`config.mk`:
```
export PLATFORM = sky130hd
export DESIGN_NAME = dot_product_mac
export DESIGN_NICKNAME = d
export VERILOG_FILES = /design/src/rtl/nn_fixed_pkg.sv /design/src/rtl/mac_lane_tree.sv /design/src/rtl/dot_product_mac.sv
export SDC_FILE = /design/constraint.sdc
export NUM_CORES = 1
export LEC_CHECK = 0
export CAP_MARGIN = 15
export CORE_UTILIZATION = 50
export DETAILED_ROUTE_END_ITERATION = 10
export PLACE_DENSITY = 0.77
export SYNTH_ARGS = -nofsm -noshare
export SYNTH_HDL_FRONTEND = slang
export SYNTH_SLANG_ARGS = --single-unit
```
`constraint.sdc`:
```
create_clock -name clk -period 11.6 [get_ports clk]
set_clock_uncertainty 0.05 [all_clocks]
set_input_delay 2.32 -clock clk [delete_from_list [all_inputs] [get_ports clk]]
set_output_delay 2.32 -clock clk [all_outputs]
set_load 0.01 [all_outputs]
```
`src/rtl/nn_fixed_pkg.sv`:
```
// Shared fixed-point helpers for the neural network accelerator datapath:
// default Q-format widths, saturation limits and the saturate/ReLU stage.
package nn_fixed_pkg;

    localparam int unsigned NN_DATA_W = 8;
    localparam int unsigned NN_FRAC_W = 6;

    // Control states of the dot-product engine
    typedef enum logic [2:0] {
        ST_ACCUM,
        ST_DRAIN,
        ST_FLUSH1,
        ST_FLUSH2,
        ST_OUT
    } mac_state_t;

    // Post-processed value plus a flag telling whether saturation clamped it
    typedef struct packed {
        logic               sat;
        logic signed [63:0] value;
    } sat_result_t;

    // Largest representable value of a data_w-bit two's complement number
    function automatic logic signed [63:0] q_max(input int unsigned data_w);
        return (64'sd1 <<< (data_w - 1)) - 64'sd1;
    endfunction

    // Smallest representable value of a data_w-bit two's complement number
    function automatic logic signed [63:0] q_min(input int unsigned data_w);
        return -(64'sd1 <<< (data_w - 1));
    endfunction

    // Optional ReLU followed by saturation; only the saturation step sets sat
    function automatic sat_result_t sat_relu(input logic signed [63:0] v,
                                             input logic               relu,
                                             input int unsigned        data_w);
        sat_result_t r;
        r.sat   = 1'b0;
        r.value = v;
        if (relu && (v < 64'sd0)) begin
            r.value = '0;
        end else if (v > q_max(data_w)) begin
            r.value = q_max(data_w);
            r.sat   = 1'b1;
        end else if (v < q_min(data_w)) begin
            r.value = q_min(data_w);
            r.sat   = 1'b1;
        end
        return r;
    endfunction

endpackage

```
`src/rtl/mac_lane_tree.sv`:
```
// LANES signed multipliers with a registered product stage, followed by a
// combinational adder tree that sign-extends every product to ACC_W.
module mac_lane_tree
    import nn_fixed_pkg::*;
#(
    parameter int unsigned DATA_W = NN_DATA_W,
    parameter int unsigned LANES  = 4,
    parameter int unsigned ACC_W  = 32
) (
    input  logic                      clk,
    input  logic                      reset,
    input  logic                      in_valid,
    input  logic                      in_first,
    input  logic [LANES*DATA_W-1:0]   a,
    input  logic [LANES*DATA_W-1:0]   b,
    output logic                      out_valid,
    output logic                      out_first,
    output logic signed [ACC_W-1:0]   sum
);

    logic signed [2*DATA_W-1:0] a_ext [LANES];
    logic signed [2*DATA_W-1:0] b_ext [LANES];
    logic signed [2*DATA_W-1:0] prod  [LANES];

    // Widen each lane operand so the product is formed at full precision
    always_comb begin
        for (int i = 0; i < int'(LANES); i++) begin
            a_ext[i] = {{DATA_W{a[i*DATA_W+DATA_W-1]}}, a[i*DATA_W +: DATA_W]};
            b_ext[i] = {{DATA_W{b[i*DATA_W+DATA_W-1]}}, b[i*DATA_W +: DATA_W]};
        end
    end

    // Stage-1 register: products only load on an accepted beat
    always_ff @(posedge clk) begin
        if (reset) begin
            out_valid <= 1'b0;
            out_first <= 1'b0;
            for (int i = 0; i < int'(LANES); i++) begin
                prod[i] <= '0;
            end
        end else begin
            out_valid <= in_valid;
            out_first <= in_valid & in_first;
            if (in_valid) begin
                for (int i = 0; i < int'(LANES); i++) begin
                    prod[i] <= a_ext[i] * b_ext[i];
                end
            end
        end
    end

    // Sum of the registered products, sign-extended to the accumulator width
    always_comb begin
        sum = '0;
        for (int i = 0; i < int'(LANES); i++) begin
            sum = sum + {{(ACC_W-2*DATA_W){prod[i][2*DATA_W-1]}}, prod[i]};
        end
    end

endmodule

```
`src/rtl/dot_product_mac.sv`:
```
// Pipelined signed fixed-point dot product: sum(a[i]*b[i]) + bias with
// optional ReLU and saturation, one result per streamed input vector.
module dot_product_mac
    import nn_fixed_pkg::*;
#(
    parameter int unsigned DATA_W = NN_DATA_W,
    parameter int unsigned FRAC_W = NN_FRAC_W,
    parameter int unsigned LANES  = 4,
    parameter int unsigned ACC_W  = 32
) (
    input  logic                    clk,
    input  logic                    reset,
    input  logic                    s_valid,
    output logic                    s_ready,
    input  logic                    s_last,
    input  logic [LANES*DATA_W-1:0] s_a,
    input  logic [LANES*DATA_W-1:0] s_b,
    input  logic [DATA_W-1:0]       s_bias,
    input  logic                    s_relu,
    output logic                    m_valid,
    input  logic                    m_ready,
    output logic [DATA_W-1:0]       m_data,
    output logic                    m_sat
);

    mac_state_t state;
    mac_state_t state_next;

    logic                     accept;
    logic                     first_pending;
    logic                     t_valid;
    logic                     t_first;
    logic signed [ACC_W-1:0]  t_sum;
    logic signed [ACC_W-1:0]  acc;
    logic signed [ACC_W-1:0]  bias_ext;
    logic signed [ACC_W-1:0]  biased;
    logic signed [ACC_W-1:0]  post_q;
    logic [DATA_W-1:0]        bias_q;
    logic                     relu_q;
    sat_result_t              post_res;

    // Handshake flags depend on state (and reset) only, never on s_valid/m_ready
    assign s_ready = (state == ST_ACCUM) && !reset;
    assign m_valid = (state == ST_OUT) && !reset;
    assign accept  = s_valid && s_ready;

    mac_lane_tree #(
        .DATA_W (DATA_W),
        .LANES  (LANES),
        .ACC_W  (ACC_W)
    ) u_tree (
        .clk       (clk),
        .reset     (reset),
        .in_valid  (accept),
        .in_first  (first_pending),
        .a         (s_a),
        .b         (s_b),
        .out_valid (t_valid),
        .out_first (t_first),
        .sum       (t_sum)
    );

    // State register
    always_ff @(posedge clk) begin
        if (reset) begin
            state <= ST_ACCUM;
        end else begin
            state <= state_next;
        end
    end

    // After the last beat, drain stage 1, the accumulator and post-processing
    always_comb begin
        state_next = state;
        case (state)
            ST_ACCUM:  if (accept && s_last) state_next = ST_DRAIN;
            ST_DRAIN:  state_next = ST_FLUSH1;
            ST_FLUSH1: state_next = ST_FLUSH2;
            ST_FLUSH2: state_next = ST_OUT;
            ST_OUT:    if (m_ready) state_next = ST_ACCUM;
            default:   state_next = ST_ACCUM;
        endcase
    end

    // Track whether the next accepted beat starts a new vector
    always_ff @(posedge clk) begin
        if (reset) begin
            first_pending <= 1'b1;
        end else if (accept) begin
            first_pending <= 1'b0;
        end else if (m_valid && m_ready) begin
            first_pending <= 1'b1;
        end
    end

    // Capture per-vector bias and mode with the first beat
    always_ff @(posedge clk) begin
        if (reset) begin
            bias_q <= '0;
            relu_q <= 1'b0;
        end else if (accept && first_pending) begin
            bias_q <= s_bias;
            relu_q <= s_relu;
        end
    end

    // Full-precision accumulator; a first beat loads instead of adding
    always_ff @(posedge clk) begin
        if (reset) begin
            acc <= '0;
        end else if (t_valid) begin
            acc <= (t_first ? '0 : acc) + t_sum;
        end
    end

    assign bias_ext = {{(ACC_W-DATA_W){bias_q[DATA_W-1]}}, bias_q};
    assign biased   = acc + (bias_ext <<< FRAC_W);

    // Register the bias-added, rescaled sum (arithmetic shift floors)
    always_ff @(posedge clk) begin
        if (reset) begin
            post_q <= '0;
        end else if (state == ST_FLUSH1) begin
            post_q <= biased >>> FRAC_W;
        end
    end

    assign post_res = sat_relu(64'(post_q), relu_q, DATA_W);

    // Result register, held stable for the whole output handshake
    always_ff @(posedge clk) begin
        if (reset) begin
            m_data <= '0;
            m_sat  <= 1'b0;
        end else if (state == ST_FLUSH2) begin
            m_data <= DATA_W'(post_res.value);
            m_sat  <= post_res.sat;
        end
    end

endmodule

```
==> summary.md <==
| Metric | Value |
|---|---|
| I/O pin count | `89` |
| Hold Path Stages | `2` |
| Pwr dens | `283 nW/um2` |
| CP Max Fanout | `9` |
| Resized cells post-CTS | `0` |
| Rel. slew slack | `0.349` |
| PnR worst setup slack | `4.79 ns` |
| Worst-Margin Slew | `0.977 ns` |
| Inserted Diodes | `0` |
| Achievable frequency | `147 MHz` |
| Worst EP arrival | `6.93 ns` |
| Req. time, crit path | `11.72 ns` |
| Final hold vios | `0` |
| Adder-cell share of the synthesized area | `0.401` |
| Worst Reg-to-Reg Cells | `24` |
| Largest net degree at the start of global routing | `89` |
| Placement Setup Slack | `4.37 ns` |
| CP bufs+invs | `2` |
| Type of the most critical hold path | `register to register` |
| Multiplexer share of the synthesized area | `0.00762` |
| CP Class | `input pin to register` |
| Startpoint types | `input pin` |
| Global placement routability congestion | `0.904` |
| Vias per cell | `5.31` |
| Total core area | `39100 um2` |
| Commonest cells post-synth | `inv_1 (397), fa_1 (284), nand2_1 (192)` |
| Cells after DPL | `2780` |
| Gr usage total | `0.224` |
| Hold-fix buffers at CTS | `0` |
| Slowest CP cell | `clkdlybuf4s50_1` |
| Cell Count, Final, Fillers Out | `2812` |
| CTS clock-pin slew for the worst setup and hold paths | `0.08 ns` |
| Most common cell in the netlist | `inv_1` |
| Simple-gate share of the synthesized area | `0.183` |
| DRT iter0 DRCs | `725` |
| Die height | `202 um` |
| Post-synthesis sequential area ratio | `0.178` |
| CTS buffer count | `17` |
| Area Overhead vs Synth | `10.1%` |
| Final Cycle Share | `0.587` |
| Synthesized area | `20000 um2` |
| Wirelength, routed | `42900 um` |
| Slew Limit Fails | `0` |
| Num rows | `72` |
| PortBufs | `88` |
| Cell taking the most area after synthesis | `fa_1` |
| Setup TNS | `0 ns` |
| Post-Syn Nets | `2755` |
| Half-perimeter wire length after placement | `35000 um` |
| Filler cells | `3438` |
| Max incr delay on CP | `0.71 ns` |
| Share of layout cells above drive strength 1 | `0.0327` |
| CP delay by family, top | `adder cells` |
| WP depth | `16` |
| Max_cap viols | `0` |
| Initial core utilization | `0.512` |
| Root Buffer Master | `clkbuf_16` |
| Register area | `3560 um2` |
| # DRC | `0` |
| First-pass GRT wire length | `75100 um` |
| Critical path cell sequence | `clkdlybuf4s50_1 > nand2b_1 > fa_1 > fa_1 > inv_1 > fa_1 > fa_1 > ha_1 > o21ai_0 > a21oi_1 > o21ai_0 > a21oi_1 > o21ai_0 > a21oi_1 > o21ai_0 > nor3b_1` |
| EDFF count, synth | `64` |
| Unrepaired setup endpoints after global routing | `false` |
| # clock sinks | `146` |
| Area occupied by multi-input gates | `14800 um2` |
| Synth warn | `0` |
| Main synth FF type | `dfxtp_1` |
| Later-pin clock latency in the skew report | `0.44 ns` |
| CTS Buffer Depth | `2` |
| Setup bufs post-CTS | `0` |
| Routed wire length per instance | `15.2 um` |
| Max VDD drop | `243 uV` |
| CP Capture Type | `register` |
| Combinational family with the most area after synthesis | `adder cells` |
| Async SR Flop Fraction | `0` |
| Netlist cell types | `77` |
| Initial antenna violation count | `0` |
| Compound-gate portion of the synthesized area | `0.104` |
| Top-area cell type share of the netlist area | `0.284` |
| CTS tree | `done` |
| Final setup violation count | `0` |
| Hold WS | `0.413 ns` |
| Gr ovfl total | `0` |
| Synthesized instance count | `2205` |
| 1st-pass router iterations | `5` |
| Final min period | `6.81 ns` |
| Layout net count | `2831` |
| Status | `complete, no violations` |
| Die area | `40900 um2` |
| XOR/XNOR Fraction of Synth Area | `0.0437` |
| Synth Register Bits | `146` |
| CTS H-tree lvls | `4` |
| Antenna-violating nets left | `0` |
| Avg Cell Area, Syn | `9.08 um2` |
| Vias in the first global route | `15900` |
| Top area cells in the synthesized netlist | `fa_1 (28%), ha_1 (12%), edfxtp_1 (9.6%)` |
| Leakage | `10.5 nW` |
| Die W | `202 um` |
| DR vias | `14900` |
-- layer usage --
metal,global-route usage,up-vias,share of wire
met5,0,-,0
met4,0.0626,0,0.024
met3,0.0234,60,0.036
met2,0.393,316,0.50
met1,0.291,7303,0.44
li1,-,7259,-
-- worst reg2reg max path, cell delays in order (launching register included) --
cell      delay (ns)
edfxtp_1        0.44
ha_1            0.31
a21o_1          0.17
a21oi_1         0.22
o21bai_1        0.10
a21oi_1         0.24
o21ai_0         0.23
nand3_1         0.14
nand2_1         0.08
o41ai_1         0.33
xnor2_1         0.18
fa_1            0.54
inv_1           0.06
fa_1            0.49
inv_1           0.04
ha_1            0.33
and3_1          0.23
a221oi_2        0.29
nor2b_1         0.10
or4_4           0.44
nand3_2         0.11
a31oi_1         0.12
o41ai_2         0.33
xor2_1          0.12
a211oi_1        0.24
-- cell families (layout without fill, tap and decap cells) --
| family | count (synthesis) | after routing |
|---|---|---|
| AO/OA/AOI/OAI | 319 | 319 |
| XOR/XNOR | 100 | 100 |
| adder cells (fa/ha/maj) | 472 | 472 |
| buffers and inverters | 441 | 530 |
| flip-flops | 146 | 146 |
| multiplexers | 15 | 15 |
| AND/OR/NAND/NOR | 712 | 712 |
-- placed cells by master (no fill, tap or decap), drive strengths merged, types with 8 or more instances in the layout --
| cell type | count |
|---|---|
| fa | 284 |
| nand2 | 192 |
| clkbuf | 19 |
| a21o | 42 |
| a21oi | 115 |
| nor2 | 113 |
| xor2 | 23 |
| a31oi | 10 |
| edfxtp | 64 |
| buf | 11 |
| and3 | 21 |
| o21ai | 56 |
| ha | 188 |
| nand4 | 8 |
| mux2i | 13 |
| o21bai | 10 |
| a211oi | 11 |
| xnor2 | 77 |
| inv | 406 |
| nand2b | 40 |
| dfxtp | 82 |
| nor2b | 48 |
| nor3 | 53 |
| o21a | 12 |
| and2 | 172 |
| nand3 | 23 |
| clkdlybuf4s50 | 87 |
-- where the power goes --
part	switching, mW	internal [mW]
combinational	2.84	2.15
sequential	0.0606	0.652
clock	0.246	0.292
-- sequential cells by signal, indices dropped and copies added, names as in the netlist --
signal            flops
u_tree.out_valid      1
state                 3
m_data                8
first_pending         1
acc                  32
u_tree.out_first      1
u_tree.prod          64
relu_q                1
bias_q                8
post_q               26
m_sat                 1
-- cell type report --
cell class	count	area share
Multi-Input combinational cell	1618	0.672
Sequential cell	146	0.162
Inverter	400	0.0681
Timing Repair Buffer	98	0.0431
Tap cell	518	0.0294
Clock buffer	19	0.0205
Clock inverter	13	0.00499
-- path summary, 6_finish.rpt --
| check | start | to | slack, ns |
|---|---|---|---|
| worst max-delay path | s_b[31] | u_tree.prod[0][62]$_SDFFCE_PN0P_ | 4.79 |
| worst min-delay path | post_q[2]$_SDFFE_PP0N_ | post_q[2]$_SDFFE_PP0N_ | 0.41 |
| worst max register to register | u_tree.prod[0][1]$_SDFFCE_PN0P_ | acc[29]$_SDFFE_PP0P_ | 5.59 |
| worst min register to register | post_q[2]$_SDFFE_PP0N_ | post_q[2]$_SDFFE_PP0N_ | 0.41 |
-- through the flow --
stage,power [mW],utilization,area (um2)
after floorplan,4.64,-,20000
after global placement,5.52,0.550,21500
after detailed placement,5.68,0.550,21500
after CTS,6.26,0.564,22100
after global routing,6.99,0.564,22100
final,6.24,0.564,22100
Note: power is estimated with default switching activity, not from simulation.
